### src/rtl/wall_spawn_scheduler.sv
// Wall spawn scheduler: periodic height requests, clamped loads into a slot table,
// per-frame scrolling and retirement, and an indexed read port for the draw logic.
//   state  | meaning
//   S_IDLE | paused or cleared; nothing counts or scrolls
//   S_RUN  | scrolling and counting frames toward the next spawn
//   S_REQ  | waiting on the height generator
//   S_LOAD | writing the latched height into the lowest free slot
module wall_spawn_scheduler #(
    parameter int SLOTS          = 4,
    parameter int SPAWN_INTERVAL = 40,
    parameter int SCREEN_X       = 160,
    parameter int MIN_H          = 8,
    parameter int MAX_H          = 88
) (
    input  logic                       clk,
    input  logic                       reset,
    input  logic                       enable,
    input  logic                       clear,
    input  logic                       frame_tick,
    output logic                       gen_req,
    input  logic                       gen_valid,
    input  logic [7:0]                 gen_height,
    input  logic [$clog2(SLOTS)-1:0]   rd_idx,
    output logic                       rd_active,
    output logic [7:0]                 rd_x,
    output logic [7:0]                 rd_h,
    output logic [3:0]                 wall_count,
    output logic                       spawn_pulse,
    output logic                       overflow
);
    localparam int IDX_W = $clog2(SLOTS);
    localparam int CNT_W = $clog2(SPAWN_INTERVAL);
    localparam logic [CNT_W-1:0] CNT_LAST = CNT_W'(SPAWN_INTERVAL - 1);

    typedef enum logic [1:0] {S_IDLE, S_RUN, S_REQ, S_LOAD} state_t;

    state_t             r_state, w_state_nxt;
    logic [CNT_W-1:0]   r_cnt, w_cnt_nxt;
    logic               r_gen_req, w_req_nxt;
    logic [7:0]         r_height;
    logic               w_latch, w_expire;

    logic [SLOTS-1:0]   r_act, w_act_nxt;
    logic [7:0]         r_x [SLOTS];
    logic [7:0]         r_h [SLOTS];
    logic [7:0]         w_x_nxt [SLOTS];
    logic [7:0]         w_h_nxt [SLOTS];
    logic               r_ovf, w_ovf_nxt;
    logic               r_pulse, w_load_ok;
    logic [3:0]         r_count, w_count_nxt;
    logic               w_free_found;
    logic [IDX_W-1:0]   w_free_idx;
    logic [7:0]         w_h_clamp;

    always_ff @(posedge clk or posedge reset) begin
        if (reset) begin
            r_state   <= S_IDLE;
            r_cnt     <= '0;
            r_gen_req <= 1'b0;
            r_height  <= '0;
        end else begin
            r_state   <= w_state_nxt;
            r_cnt     <= w_cnt_nxt;
            r_gen_req <= w_req_nxt;
            if (w_latch) r_height <= gen_height;
        end
    end

    // Expiries outside RUN still wrap the counter but are simply dropped.
    always_comb begin
        w_state_nxt = r_state;
        w_cnt_nxt   = r_cnt;
        w_expire    = 1'b0;
        w_req_nxt   = 1'b0;
        w_latch     = 1'b0;
        if (clear) begin
            w_state_nxt = S_IDLE;
            w_cnt_nxt   = '0;
        end else if (!enable) begin
            w_state_nxt = S_IDLE;
        end else if (r_state == S_IDLE) begin
            w_state_nxt = S_RUN;
        end else begin
            if (frame_tick) begin
                if (r_cnt == CNT_LAST) begin
                    w_cnt_nxt = '0;
                    w_expire  = 1'b1;
                end else begin
                    w_cnt_nxt = r_cnt + CNT_W'(1);
                end
            end
            case (r_state)
                S_RUN:  if (w_expire) w_state_nxt = S_REQ;
                S_REQ: begin
                    if (gen_valid) begin
                        w_latch     = 1'b1;
                        w_state_nxt = S_LOAD;
                    end else begin
                        w_req_nxt = 1'b1;
                    end
                end
                S_LOAD: w_state_nxt = S_RUN;
                default: w_state_nxt = S_IDLE;
            endcase
        end
    end

    always_comb begin
        if (r_height < 8'(MIN_H))      w_h_clamp = 8'(MIN_H);
        else if (r_height > 8'(MAX_H)) w_h_clamp = 8'(MAX_H);
        else                           w_h_clamp = r_height;
    end

    // Free search uses start-of-cycle flags so a retiring slot is not reused at once.
    always_comb begin
        w_free_found = 1'b0;
        w_free_idx   = '0;
        for (int i = SLOTS - 1; i >= 0; i--) begin
            if (!r_act[i]) begin
                w_free_found = 1'b1;
                w_free_idx   = IDX_W'(i);
            end
        end
    end

    always_comb begin
        w_act_nxt = r_act;
        w_x_nxt   = r_x;
        w_h_nxt   = r_h;
        w_ovf_nxt = r_ovf;
        w_load_ok = 1'b0;
        if (clear) begin
            w_act_nxt = '0;
            w_ovf_nxt = 1'b0;
            for (int i = 0; i < SLOTS; i++) begin
                w_x_nxt[i] = '0;
                w_h_nxt[i] = '0;
            end
        end else if (enable && r_state != S_IDLE) begin
            if (frame_tick) begin
                for (int i = 0; i < SLOTS; i++) begin
                    if (r_act[i]) begin
                        if (r_x[i] != 8'd0) w_x_nxt[i] = r_x[i] - 8'd1;
                        else                w_act_nxt[i] = 1'b0;
                    end
                end
            end
            if (r_state == S_LOAD) begin
                if (w_free_found) begin
                    w_act_nxt[w_free_idx] = 1'b1;
                    w_x_nxt[w_free_idx]   = 8'(SCREEN_X - 1);
                    w_h_nxt[w_free_idx]   = w_h_clamp;
                    w_load_ok             = 1'b1;
                end else begin
                    w_ovf_nxt = 1'b1;
                end
            end
        end
    end

    always_comb begin
        w_count_nxt = '0;
        for (int i = 0; i < SLOTS; i++) begin
            w_count_nxt = w_count_nxt + {3'b000, w_act_nxt[i]};
        end
    end

    always_ff @(posedge clk or posedge reset) begin
        if (reset) begin
            r_act   <= '0;
            r_ovf   <= 1'b0;
            r_pulse <= 1'b0;
            r_count <= '0;
            for (int i = 0; i < SLOTS; i++) begin
                r_x[i] <= '0;
                r_h[i] <= '0;
            end
        end else begin
            r_act   <= w_act_nxt;
            r_x     <= w_x_nxt;
            r_h     <= w_h_nxt;
            r_ovf   <= w_ovf_nxt;
            r_pulse <= w_load_ok;
            r_count <= w_count_nxt;
        end
    end

    assign gen_req     = r_gen_req;
    assign rd_active   = r_act[rd_idx];
    assign rd_x        = r_x[rd_idx];
    assign rd_h        = r_h[rd_idx];
    assign wall_count  = r_count;
    assign spawn_pulse = r_pulse;
    assign overflow    = r_ovf;

endmodule
### config.mk
export PLATFORM = sky130hd
export DESIGN_NAME = wall_spawn_scheduler
export DESIGN_NICKNAME = d
export VERILOG_FILES = /design/src/rtl/wall_spawn_scheduler.sv
export SDC_FILE = /design/constraint.sdc
export NUM_CORES = 1
export LEC_CHECK = 0
export ABC_CLOCK_PERIOD_IN_PS = 3700
export CORE_MARGIN = 2
export CORE_UTILIZATION = 45
export DETAILED_ROUTE_END_ITERATION = 16
export GPL_TIMING_DRIVEN = 0
export HOLD_SLACK_MARGIN = 0.15
export PLACE_DENSITY = 0.62
export RECOVER_POWER = 25
export SYNTH_ARGS = -nofsm -noshare
export SYNTH_HDL_FRONTEND = slang
export SYNTH_SLANG_ARGS = --single-unit
### constraint.sdc
create_clock -name clk -period 3.7 [get_ports clk]
set_input_delay 0.37 -clock clk [delete_from_list [all_inputs] [get_ports clk]]
set_output_delay 0.37 -clock clk [all_outputs]
set_load 0.1 [all_outputs]
After elaboration in Yosys (flattened, before gate mapping)
Cells that the tools add are included.
Widths: inputs -> output; s select.

cells by class
  $add $sub $neg = 8
  $lt $le $gt $ge = 8
  equal/unequal tests = 8
  multiplexer cells = 91
  bitwise operators = 6
  reductions and logical operators = 18

operators by type and width
  operator             count
  $mux 32              11
  $mux 8               15
  $mux 1               37
  $bmux 8 s2           2
  $bwmux 32            1
  $reduce_bool 8->1    4
  $sub 8x1->8 const B  4
  $mux 6               5
  $mux 4               7
  $or 24x24->24        1
  $mux 2               9
  $demux 8 s2          1
  $reduce_bool 2->1    6
  $reduce_and 3->1     3
  $and 8x8->8          1
  $gt 8x7->1 const B   1
  $lt 8x4->1 const B   1
  $not 8->8            1
  $add 6x1->6 const B  1
  $eq 6x6->1 const B   1
  $ge 3x3->1 const B   2
  $lt 2x3->1 const B   2
  $not 2->3            2
  $pmux 2 s3           1
  16 further kinds     20

storage, ports and cells
  bits in registers = 91
  input bits = 16
  output and inout bits = 24
  logic and storage cells = 155

Longest topological paths before layout
  depth after elaboration = 16
  depth in mapped cells = 11

Least setup slack after synthesis
OpenSTA, ideal clock, no wires.

  path type = reg-to-reg
  from = reg r_state[0]
  to = reg r_count[1], in the netlist wall_count[1]
  arrival = 2.588 ns
  required time = 3.574 ns
  setup slack = 0.986 ns
  cell stages (with the launch flop) = 11
  path buffers = 1
  clock period less this slack = 2.714 ns
  path through = dfrtp_1 inv_1 ha_1 and2b_2 nand2_1 or4b_1 buf_2 nand2_1 fa_1 ha_1 ha_1

between the ends
  word-level cells in the longest chain between the ends = 7

ends and longest elaborated chain
  what                                                    RTL line  source
  start, declared                                         37        state_t r_state, w_state_nxt;
  start signal, assigned                                  62        r_state <= w_state_nxt;
  $eq 2x2->1 / $reduce_bool 2->1 (equally long branches)  148, 139
  $mux 4 / $logic_and 1x1->1 (equally long branches)      148, 139
  $mux 4 (*)                                              139       end else if (enable && r_state != S_IDLE) begin
  $mux 4 (*)                                              132       if (clear) begin
  net w_act_nxt[1]                                        43        logic [SLOTS-1:0] r_act, w_act_nxt;
  $add 1x1->2 (*)                                         164       w_count_nxt = w_count_nxt + {3'b000, w_act_nxt[i]};
  $add 2x1->3 (*)                                         164
  $add 3x1->4 (*)                                         164
  net w_count_nxt[1]                                      50        logic [3:0] r_count, w_count_nxt;
  end signal, assigned                                    184       r_count <= w_count_nxt;
  end, declared                                           50

The timed path passes the listed nets; every way through them passes the cells marked *.
A chain may end at the register's enable or synchronous reset.

Final worst setup path
  from = in rd_idx[1]
  to = out rd_x[5]

between the ends
  word-level cells in the longest chain between the ends = 4

ends and longest elaborated chain
  what                                       RTL line  source
  start, declared                            23        input logic [$clog2(SLOTS)-1:0] rd_idx,
  $not 2->3 (not written as such)            190       assign rd_x = r_x[rd_idx];
  $bmux 8 s2                                 190
  $mux 8 (not written as such) (2 in a row)  190
  end, declared                              25        output logic [7:0] rd_x,

Every way passes these cells. The select of a mux whose other input is x is not followed.

==> summary.txt <==
Worst setup path
  – Slowest stage delay, CP: 1140 ps
  – Worst R2R Setup Slack: approximately 490 ps
  – Critical path data required time: 3330 ps
  – Critical Path Slowest Stage Cell: clkdlybuf4s50_1
  – Critical path class: in2out
  – Crit-path leading delay family: buffers and inverters
  – Worst-path maximum fanout: 10
  – CP Capture Type: output port
  – RR Endpoint: wall_count[1]$_DFF_PP0_
  – Crit path arrival time: approximately 2900 ps
  – Reg-to-reg startpoint: r_state[0]$_DFFE_PP0P_
  – Worst Path Buf+Inv: 3
  – Cells along the critical path: clkbuf_1 -> clkbuf_1 -> mux4_2 -> clkdlybuf4s50_1
  – Worst Setup Start Kind: input pin
  – CP dominant cell by count: clkbuf_1
  – R2R cell count: 10

Synth
  – Top-area cell type share of the netlist area: roughly 45%
  – Synth unique cells: between 70 and 80
  – EDFF count, synth: 0
  – Syn nets: 512
  – Synthesized area per cell: about 10 um^2
  – Post-synthesis instance area: 0.00502 mm^2
  – Main flop type after synthesis: dfrtp_1
  – Cells after synthesis: between 400 and 500
  – Yosys Warn Count: 0
  – Dominant cells by area after synthesis: dfrtp_1 (45%), mux4_2 (7.2%), ha_1 (4.0%), nand2_1 (3.2%), a22o_1 (2.8%)
  – Seq/Total Area, Yosys: 44.8%
  – Area leader, netlist: dfrtp_1
  – FF+latch count, synth: 90
  – Ys async rst share: 100%

Clock network
  – CTS Hold Buffers Added: 0
  – Postcts setup bufs: 0
  – Clock slew at reported path FFs: 100 ps
  – Later-pin clock latency in the skew report: roughly 380 ps
  – CTS tree: built
  – Clock Tree Buf Depth: 2
  – Cts bufs inserted: 9
  – PostCTS Resize Cnt: 0
  – Clk sinks: 90
  – Clk root buf: clkbuf_8
  – Number of H-tree levels: 3

Routing
  – Final routed DRC violation total: 0
  – Routed WL: ~14000 um
  – Post-Route M1 WL: about 6400 um
  – Metal2 WL: 6580 um
  – Via/cell ratio: 6.19
  – TritonRoute pass-1 iters: 4
  – Antenna-violating nets left: 0
  – Met3 wire length: around 850 um
  – DR vias: between 4000 and 5000
  – DRT iter0 DRCs: about 320
  – WL/cell: 21.2 um
  – Top Metal Used: met4

Place
  – PortBufs: 36
  – Placed cell areas: between 0.005 and 0.006 mm^2
  – Pre-CTS setup slack: approximately 270 ps
  – Final RePlAce weighted congestion: 0.972
  – Placed cells: roughly 660
  – Post-DP HPWL: just over 10000 um

Global route
  – First-pass GRT wire length: roughly 23000 um
  – Vias in the first global route: 4272
  – Global Route Usage Sum: around 25%
  – GR Overflow Total: 0
  – Initial antenna violation count: 0
  – Largest net degree at the start of global routing: 67

Pwr
  – Lkg Pwr: approximately 2.4 nW
  – Pwr/cell area: between 300 and 400 mW/mm^2
  – Peak supply drop: around 0.20 mV
  – Tot Pwr: 1.86 mW

Finish
  – Most frequent cells in the layout: dfrtp_1 (90), nand2_1 (43), clkdlybuf4s50_1 (35), a21oi_1 (27), nor2_1 (26)
  – Inserted Diodes: 0
  – Commonest non-fill, non-tap cell in the layout: dfrtp_1
  – Final nets: between 500 and 600
  – Final core utilization: around 53%
  – Cell Count, Final, Fillers Out: 672
  – Ratio of cells with drive above 1 in the final layout: between 10% and 20%
  – P&R area growth vs syn: 14.7%
  – Fillers: about 1000
  – Post-route cell area: between 0.005 and 0.006 mm^2

STA
  – Tmin final: 3300 ps
  – Final setup fails: 0
  – Clock skew: around 14 ps
  – F_max: around 300 MHz
  – Final period util: approximately nine tenths
  – Unrepaired setup endpoints after global routing: no
  – Slew margin rel.: -11.7%
  – Final Hold Fails: 0
  – Measured slew at the worst slew-check pin: between 1500 and 2000 ps
  – Worst hold margin: ~490 ps
  – Setup TNS: 0 ps
  – Max Slew Vio Count: 67
  – Worst Slack Setup Final: around 400 ps

Die
  – Die area: about 0.012 mm^2
  – # rows: 38
  – Core area: ~0.011 mm^2
  – Die Wd: approximately 110 um
  – Initial Utilization: between 40% and 50%
  – Die height: roughly 110 um
  – I/O Pins: 40

Worst hold path
  – Hold Path Sink: r_h[13]$_DFFE_PP0P_
  – Hold path depth: 2
  – Hold WC Path Type: reg2reg
  – Hold path start: r_h[13]$_DFFE_PP0P_

Flow run
  – Max_cap viols: 1

Status
  – Status: finished, violations left
  – Violated checks: max-capacitance violations, max-slew violations
## layout make-up
| type | count | area [um^2] | area share, % |
|---|---|---|---|
| clock buffer | 9 | 124 | 2.15 |
| sequential | 90 | 2250 | 39.1 |
| clock inverter | 7 | 75.1 | 1.30 |
| timing repair buffer | 37 | 365 | 6.34 |
| inverter | 23 | 87.6 | 1.52 |
| buffer | 24 | 110 | 1.91 |
| tap | 140 | 175 | 3.04 |
| multi-input combinational | 342 | 2570 | 44.7 |
## Yosys cell counts, drive strengths merged, types with 12 or more instances
master	number
a21oi	29
a22o	16
buf	15
dfrtp	90
ha	16
inv	23
mux4	17
nand2	43
nand3	23
nor2	26
nor3	12
o21ai	29
## how the worst max path moves through the flow
stage	slack, ps	start	depth (start not counted)	endpoint
finish	400	rd_idx[1]	4	rd_x[5]
global route	270	r_state[0]$_DFFE_PP0P_	10	wall_count[1]$_DFF_PP0_
CTS	340	rd_idx[1]	4	rd_x[5]
detailed placement	270	clear	9	wall_count[1]$_DFF_PP0_
global placement	-530	reset	2	r_cnt[5]$_DFFE_PP0P_
floorplan	990	reset	1	gen_req$_DFF_PP0_
## cells by family (layout without fill, tap and decap cells)
| kind of cell | count (synthesis) | after routing | synth area share (%) |
|---|---|---|---|
| simple gates | 164 | 164 | 18.5 |
| compound gates | 126 | 126 | 17.2 |
| flops | 90 | 90 | 44.8 |
| buf+inv | 47 | 100 | 3.91 |
| mux | 28 | 28 | 10.1 |
| fa+ha+maj | 17 | 17 | 4.38 |
| xor+xnor | 6 | 6 | 1.05 |
| other cells | 1 | 1 | 0.0746 |
## sequential cells by signal, indices dropped and copies added (netlist names), 2 cells and up
register / cells
r_x: 32
r_height: 8
wall_count: 3
r_h: 32
r_cnt: 6
r_act: 4
r_state: 2
## worst register-to-register path: stages (launching register included)
cell and delay (ps):
dfrtp_1 410, inv_1 100, ha_1 270, and2b_2 310
buf_2 310, buf_2 320, a21oi_1 100, nor3_1 340
fa_1 480, ha_1 190, ha_1 260
## power by group
part           switching, mW  internal (mW)
clock                  0.386          0.319
combinational          0.110         0.0479
sequential           0.00720          0.991
## metal layers
layer	track usage (%)	up-vias
met2	38.4	165
li1	-	1900
met5	0	-
met1	35.5	2064
met4	12.6	0
met3	4.56	28
Note: power is estimated with default switching activity, not from simulation.
